$ cat src/rtl/mdu_divider.sv
// ============================================================================
// Module   : mdu_divider
// Purpose  : Iterative restoring radix-2 divider for MIPS DIV/DIVU.
//            Works on operand magnitudes, one quotient bit per clock, then
//            applies the sign fix-up in a final cycle. Quotient -> LO,
//            remainder -> HI.
// Ports    : clk, rst (sync, active-high)
//            start, is_signed, cancel, dividend, divisor   (inputs)
//            busy, done, quotient, remainder, div_zero     (outputs)
// Revision : 1.0 - initial release
// ============================================================================
`default_nettype none

module mdu_divider #(
  parameter int DATA_WIDTH = 32
) (
  input  logic                  clk,
  input  logic                  rst,
  input  logic                  start,
  input  logic                  is_signed,
  input  logic                  cancel,
  input  logic [DATA_WIDTH-1:0] dividend,
  input  logic [DATA_WIDTH-1:0] divisor,
  output logic                  busy,
  output logic                  done,
  output logic [DATA_WIDTH-1:0] quotient,
  output logic [DATA_WIDTH-1:0] remainder,
  output logic                  div_zero
);

  localparam int CNT_W = $clog2(DATA_WIDTH);
  localparam logic [CNT_W-1:0] LAST_ITER = CNT_W'(DATA_WIDTH - 1);

  typedef enum logic [1:0] {
    IDLE = 2'd0,
    CALC = 2'd1,
    FIX  = 2'd2
  } state_t;

  state_t state, state_nxt;

  logic [DATA_WIDTH-1:0] part_rem;   // partial remainder
  logic [DATA_WIDTH-1:0] quo_sh;     // dividend shifts out, quotient shifts in
  logic [DATA_WIDTH-1:0] div_mag;    // divisor magnitude
  logic [DATA_WIDTH-1:0] dvd_orig;   // raw dividend, returned as remainder on /0
  logic [CNT_W-1:0]      cnt;
  logic                  q_neg;
  logic                  r_neg;
  logic                  dz;

  // Operand magnitudes. Negating 0x8000_0000 yields 0x8000_0000, which is
  // the correct unsigned magnitude as long as nothing sign-extends it.
  logic                  a_neg, b_neg;
  logic [DATA_WIDTH-1:0] a_mag, b_mag;

  assign a_neg = is_signed & dividend[DATA_WIDTH-1];
  assign b_neg = is_signed & divisor[DATA_WIDTH-1];
  assign a_mag = a_neg ? (~dividend + 1'b1) : dividend;
  assign b_mag = b_neg ? (~divisor + 1'b1) : divisor;

  // One restoring step: shift next dividend bit into the partial remainder
  // and trial-subtract. The extra top bit holds the borrow.
  logic [DATA_WIDTH:0] shifted, diff;

  assign shifted = {part_rem, quo_sh[DATA_WIDTH-1]};
  assign diff    = shifted - {1'b0, div_mag};

  assign busy = (state != IDLE);

  // --------------------------------------------------------------------------
  // State register
  // --------------------------------------------------------------------------
  always_ff @(posedge clk) begin
    if (rst) state <= IDLE;
    else     state <= state_nxt;
  end

  // --------------------------------------------------------------------------
  // Next-state logic
  // --------------------------------------------------------------------------
  always_comb begin
    state_nxt = state;
    case (state)
      IDLE: if (start) state_nxt = CALC;
      CALC: begin
        if (cancel)                 state_nxt = IDLE;
        else if (cnt == LAST_ITER)  state_nxt = FIX;
      end
      FIX:     state_nxt = IDLE;
      default: state_nxt = IDLE;
    endcase
  end

  // --------------------------------------------------------------------------
  // Datapath and result registers
  // --------------------------------------------------------------------------
  always_ff @(posedge clk) begin
    if (rst) begin
      part_rem  <= '0;
      quo_sh    <= '0;
      div_mag   <= '0;
      dvd_orig  <= '0;
      cnt       <= '0;
      q_neg     <= 1'b0;
      r_neg     <= 1'b0;
      dz        <= 1'b0;
      done      <= 1'b0;
      quotient  <= '0;
      remainder <= '0;
      div_zero  <= 1'b0;
    end else begin
      done <= 1'b0;
      case (state)
        IDLE: begin
          if (start) begin
            part_rem <= '0;
            quo_sh   <= a_mag;
            div_mag  <= b_mag;
            dvd_orig <= dividend;
            cnt      <= '0;
            q_neg    <= a_neg ^ b_neg;
            r_neg    <= a_neg;
            dz       <= (divisor == '0);
          end
        end
        CALC: begin
          if (!cancel) begin
            if (!diff[DATA_WIDTH]) begin
              part_rem <= diff[DATA_WIDTH-1:0];
              quo_sh   <= {quo_sh[DATA_WIDTH-2:0], 1'b1};
            end else begin
              // Shifted value is below the divisor, so it fits in DATA_WIDTH.
              part_rem <= shifted[DATA_WIDTH-1:0];
              quo_sh   <= {quo_sh[DATA_WIDTH-2:0], 1'b0};
            end
            cnt <= cnt + 1'b1;
          end
        end
        FIX: begin
          // A flush in the final cycle leaves the previous results untouched.
          if (!cancel) begin
            if (dz) begin
              quotient  <= '1;
              remainder <= dvd_orig;
            end else begin
              quotient  <= q_neg ? (~quo_sh + 1'b1) : quo_sh;
              remainder <= r_neg ? (~part_rem + 1'b1) : part_rem;
            end
            div_zero <= dz;
            done     <= 1'b1;
          end
        end
        default: ;
      endcase
    end
  end

endmodule

`default_nettype wire

$ cat config.mk
export PLATFORM = sky130hd
export DESIGN_NAME = mdu_divider
export DESIGN_NICKNAME = d
export VERILOG_FILES = /design/src/rtl/mdu_divider.sv
export SDC_FILE = /design/constraint.sdc
export NUM_CORES = 1
export LEC_CHECK = 0
export BUFFER_PORTS_ARGS = -buffer_cell sky130_fd_sc_hd__buf_2
export CAP_MARGIN = 10
export CORE_ASPECT_RATIO = 1.1
export CORE_MARGIN = 10
export CORE_UTILIZATION = 55
export DETAILED_ROUTE_END_ITERATION = 12
export PLACE_DENSITY = 0.86
export SETUP_SLACK_MARGIN = 0.05
export SKIP_CTS_REPAIR_TIMING = 1
export SLEW_MARGIN = 20
export SYNTH_ARGS = -nofsm -noshare
export SYNTH_HDL_FRONTEND = slang
export SYNTH_SLANG_ARGS = --single-unit
$ cat constraint.sdc
create_clock -name clk -period 3.4 [get_ports clk]
set_input_delay 0.17 -clock clk [delete_from_list [all_inputs] [get_ports clk]]
set_output_delay 0.17 -clock clk [all_outputs]
set_load 0.005 [all_outputs]
==> reports/metrics.yaml <==
status: "finished, violations left"
violations: "negative hold slack"
synth_cell_types: 70
grt-ovfl-total: 0
wl_um: 37250
grt_use_total: 0.2418
switching_share: 0.2778
seqPwrFrac: 0.415
htreeDepth: 1
finalCriticalPeriod_ns: 3.118
drv_cap: 0
reg2reg_depth: 13
finalHoldWorstSlack_ns: -0.02859
met1_length_um: 15300
tritoncts: "done"
cp_max_fo: 18
grt_pass1_wl_um: 58710
internal_power_mw: 4.490
drive_above_1_share: 0.1322
cp-start-kind: "register"
setup_violations: 0
io_buffers: 135
layout.cells.most_common_list: "nand2_1, dfxtp_1, nor2_1"
grt_pass1_vias: 11610
finClkSkew_ns: 0.02765
wl_met3_um: 2895
ys_seq_area_frac: 0.3296
min_period_over_period: 0.9170
synth.cell_area_um2: 12390
place_congestion: 0.9538
wl_met2_um: 17860
fmax_mhz: 320.7
worst_pin_slew_ns: 0.8841
numCtsBuffers: 22
clkTransAtPathRegs_ns: 0.06
drc: 0
die_h_um: 177.4
ys_seq_elements: 204
fin_ws_ns: 0.2821
slew_headroom: 0.4106
grt_setup_unrepaired: "no"
rows: 57
ir_worst_vdd_mv: 0.2792
fin_nets: 1877
vias_per_cell: 6.048
worstPathArrival_ns: 3.50
powerDensity_nw_per_um2: 429.6
place_hpwl_um: 27150
clockBufferDepth: 3
antenna_found_initial: 1
wl_per_cell_um: 17.91
final_common_cell: "nand2_1"
postSynthCellCount: 1665
critPathMaxStageDelay_ns: 0.41
grt_max_degree: 94
synth-async-reset-ratio: 0
firstDrtPassIters: 5
clk_latency_ns: 0.53
cp_slowest_cell: "fa_1"
yosysWarningCount: 0
nFillCells: 1802
final_core_util: 0.6546
cts_sinks: 204
pin_count: 136
diodes: 0
cts_root_buf: "clkbuf_16"
leakage_nw: 5.762
post-place-ws_ns: 0.1199
slew_violations: 0
worstPathCellList: "inv_1 -> ha_1 -> fa_1 -> nor2b_1 -> o31ai_2 -> a21oi_1 -> a311o_1 -> a211oi_1 -> buf_4 -> o311ai_4 -> and2_4 -> buf_12 -> o311ai_0"
die_area_um2: 28940
die_w_um: 163.1
ant_nets: 0
avgSynthCellArea_um2: 7.441
via_count: 12580
hold_viol: 8
fin_tns_setup_ns: 0
area_delta_synth_final_pct: 16.81
highest_layer: "met5"
crit_type: "reg -> reg"
initial_utilization: 0.5604
coreArea_um2: 22110
required_ns: 3.78
power.switching_mw: 1.727
power_frac_clock: 0.428
synth_edf_count: 0
comb_power_share: 0.157
min_path_cells: 3
dr.first_iter.drc_count: 1180
min_path_type: "in -> reg"
worst_setup_path_end_kind: "register"
synth_flop_cell: "dfxtp_1"
syn_nets: 1773
area by class of cell:
class                   instances  area [um^2]  share of cell area
clock inverters                11        183.9             0.01271
repair buffers                198         1285             0.08879
multi-input cells            1292         7720              0.5334
well taps                     295        369.1             0.02550
inverters                      51        191.4             0.01323
flip-flops and latches        204         4086              0.2824
clock buffers                  29        636.9             0.04400
Yosys cell counts, drive strengths merged (6+ instances only):
library cell	n	area share
nand2	269	0.081
dfxtp	204	0.33
nor2	165	0.050
a21oi	154	0.062
clkbuf	105	0.032
o21ai	93	0.038
xor2	86	0.061
a211oi	61	0.037
xnor2	53	0.037
inv	51	0.015
o211ai	43	0.026
ha	38	0.038
nand4	31	0.016
nor3	29	0.012
o31ai	27	0.017
nand3	24	0.0097
or3	21	0.011
a21o	20	0.012
nand2b	18	0.0091
or4	15	0.0094
o22ai	14	0.0071
o41ai	14	0.011
buf	13	0.0040
nor4	12	0.0066
a311oi	11	0.0078
and3	11	0.0056
a31oi	9	0.0045
and2	8	0.0040
a211o	6	0.0042
or2	6	0.0030
logic make-up after synthesis:
kind of cell	count (synthesis)	synth area share
muxes	2	0.001616
buffers and inverters	169	0.05140
xor gates and xnor gates	139	0.09826
and+or+nand+nor	627	0.2293
adders and majority gates	39	0.03999
DFF	204	0.3296
AOI/OAI and AO/OA	485	0.2497
metal layers:
metal  track usage  vias to the layer above
met5             0                        -
met4       0.08496                        2
met3       0.03754                       84
met2        0.4068                      495
met1        0.3074                     5898
li1              -                     6101
power groups by stage:
stage	Combinational [mW]	Clock (mW)	Sequential, mW
after detailed placement	0.922	0	2.63
after floorplan	0.676	0	2.59
after CTS	0.930	2.67	2.58
after global placement	0.905	0	2.62
final	0.979	2.66	2.58
after global routing	1.08	2.78	2.59
metrics by stage:
stage | hold WS (ns) | total power, mW | std cells | instance area (um^2)
2_1_floorplan | 0.3060 | 3.271 | 1665 | 12390
3_3_place_gp | 0.4393 | 3.528 | 2007 | 13300
3_5_place_dp | 0.4430 | 3.550 | 2007 | 13300
4_1_cts | -0.08566 | 6.175 | 2047 | 14120
5_1_grt | -0.007212 | 6.445 | 2080 | 14470
6_report | -0.02859 | 6.217 | 2080 | 14470
critical path, delay by kind of cell, from the launching register on:
family	cells	cell delay [ns]
DFF	1	0.33
AOI/OAI and AO/OA	6	1.13
and+or+nand+nor	2	0.48
adders and majority gates	2	0.63
buffers and inverters	3	0.41
flip-flops by register name (all words and copies together), names as in the netlist, 2 cells and up:
name,flops
cnt,5
div_mag,32
dvd_orig,32
part_rem,32
quo_sh,32
quotient,32
remainder,32
state,2
worst paths after layout:
check	from	endpoint	slack, ns
max	quo_sh[31]$_SDFFE_PP0P_	part_rem[2]$_SDFFE_PP0P_	0.28
min reg2reg	remainder[15]$_SDFFE_PP0P_	remainder[15]$_SDFFE_PP0P_	0.45
min	divisor[7]	div_mag[7]$_SDFFE_PP0P_	-0.03
max reg2reg	quo_sh[31]$_SDFFE_PP0P_	part_rem[2]$_SDFFE_PP0P_	0.28
No activity file was read; power rests on OpenSTA's default activity.
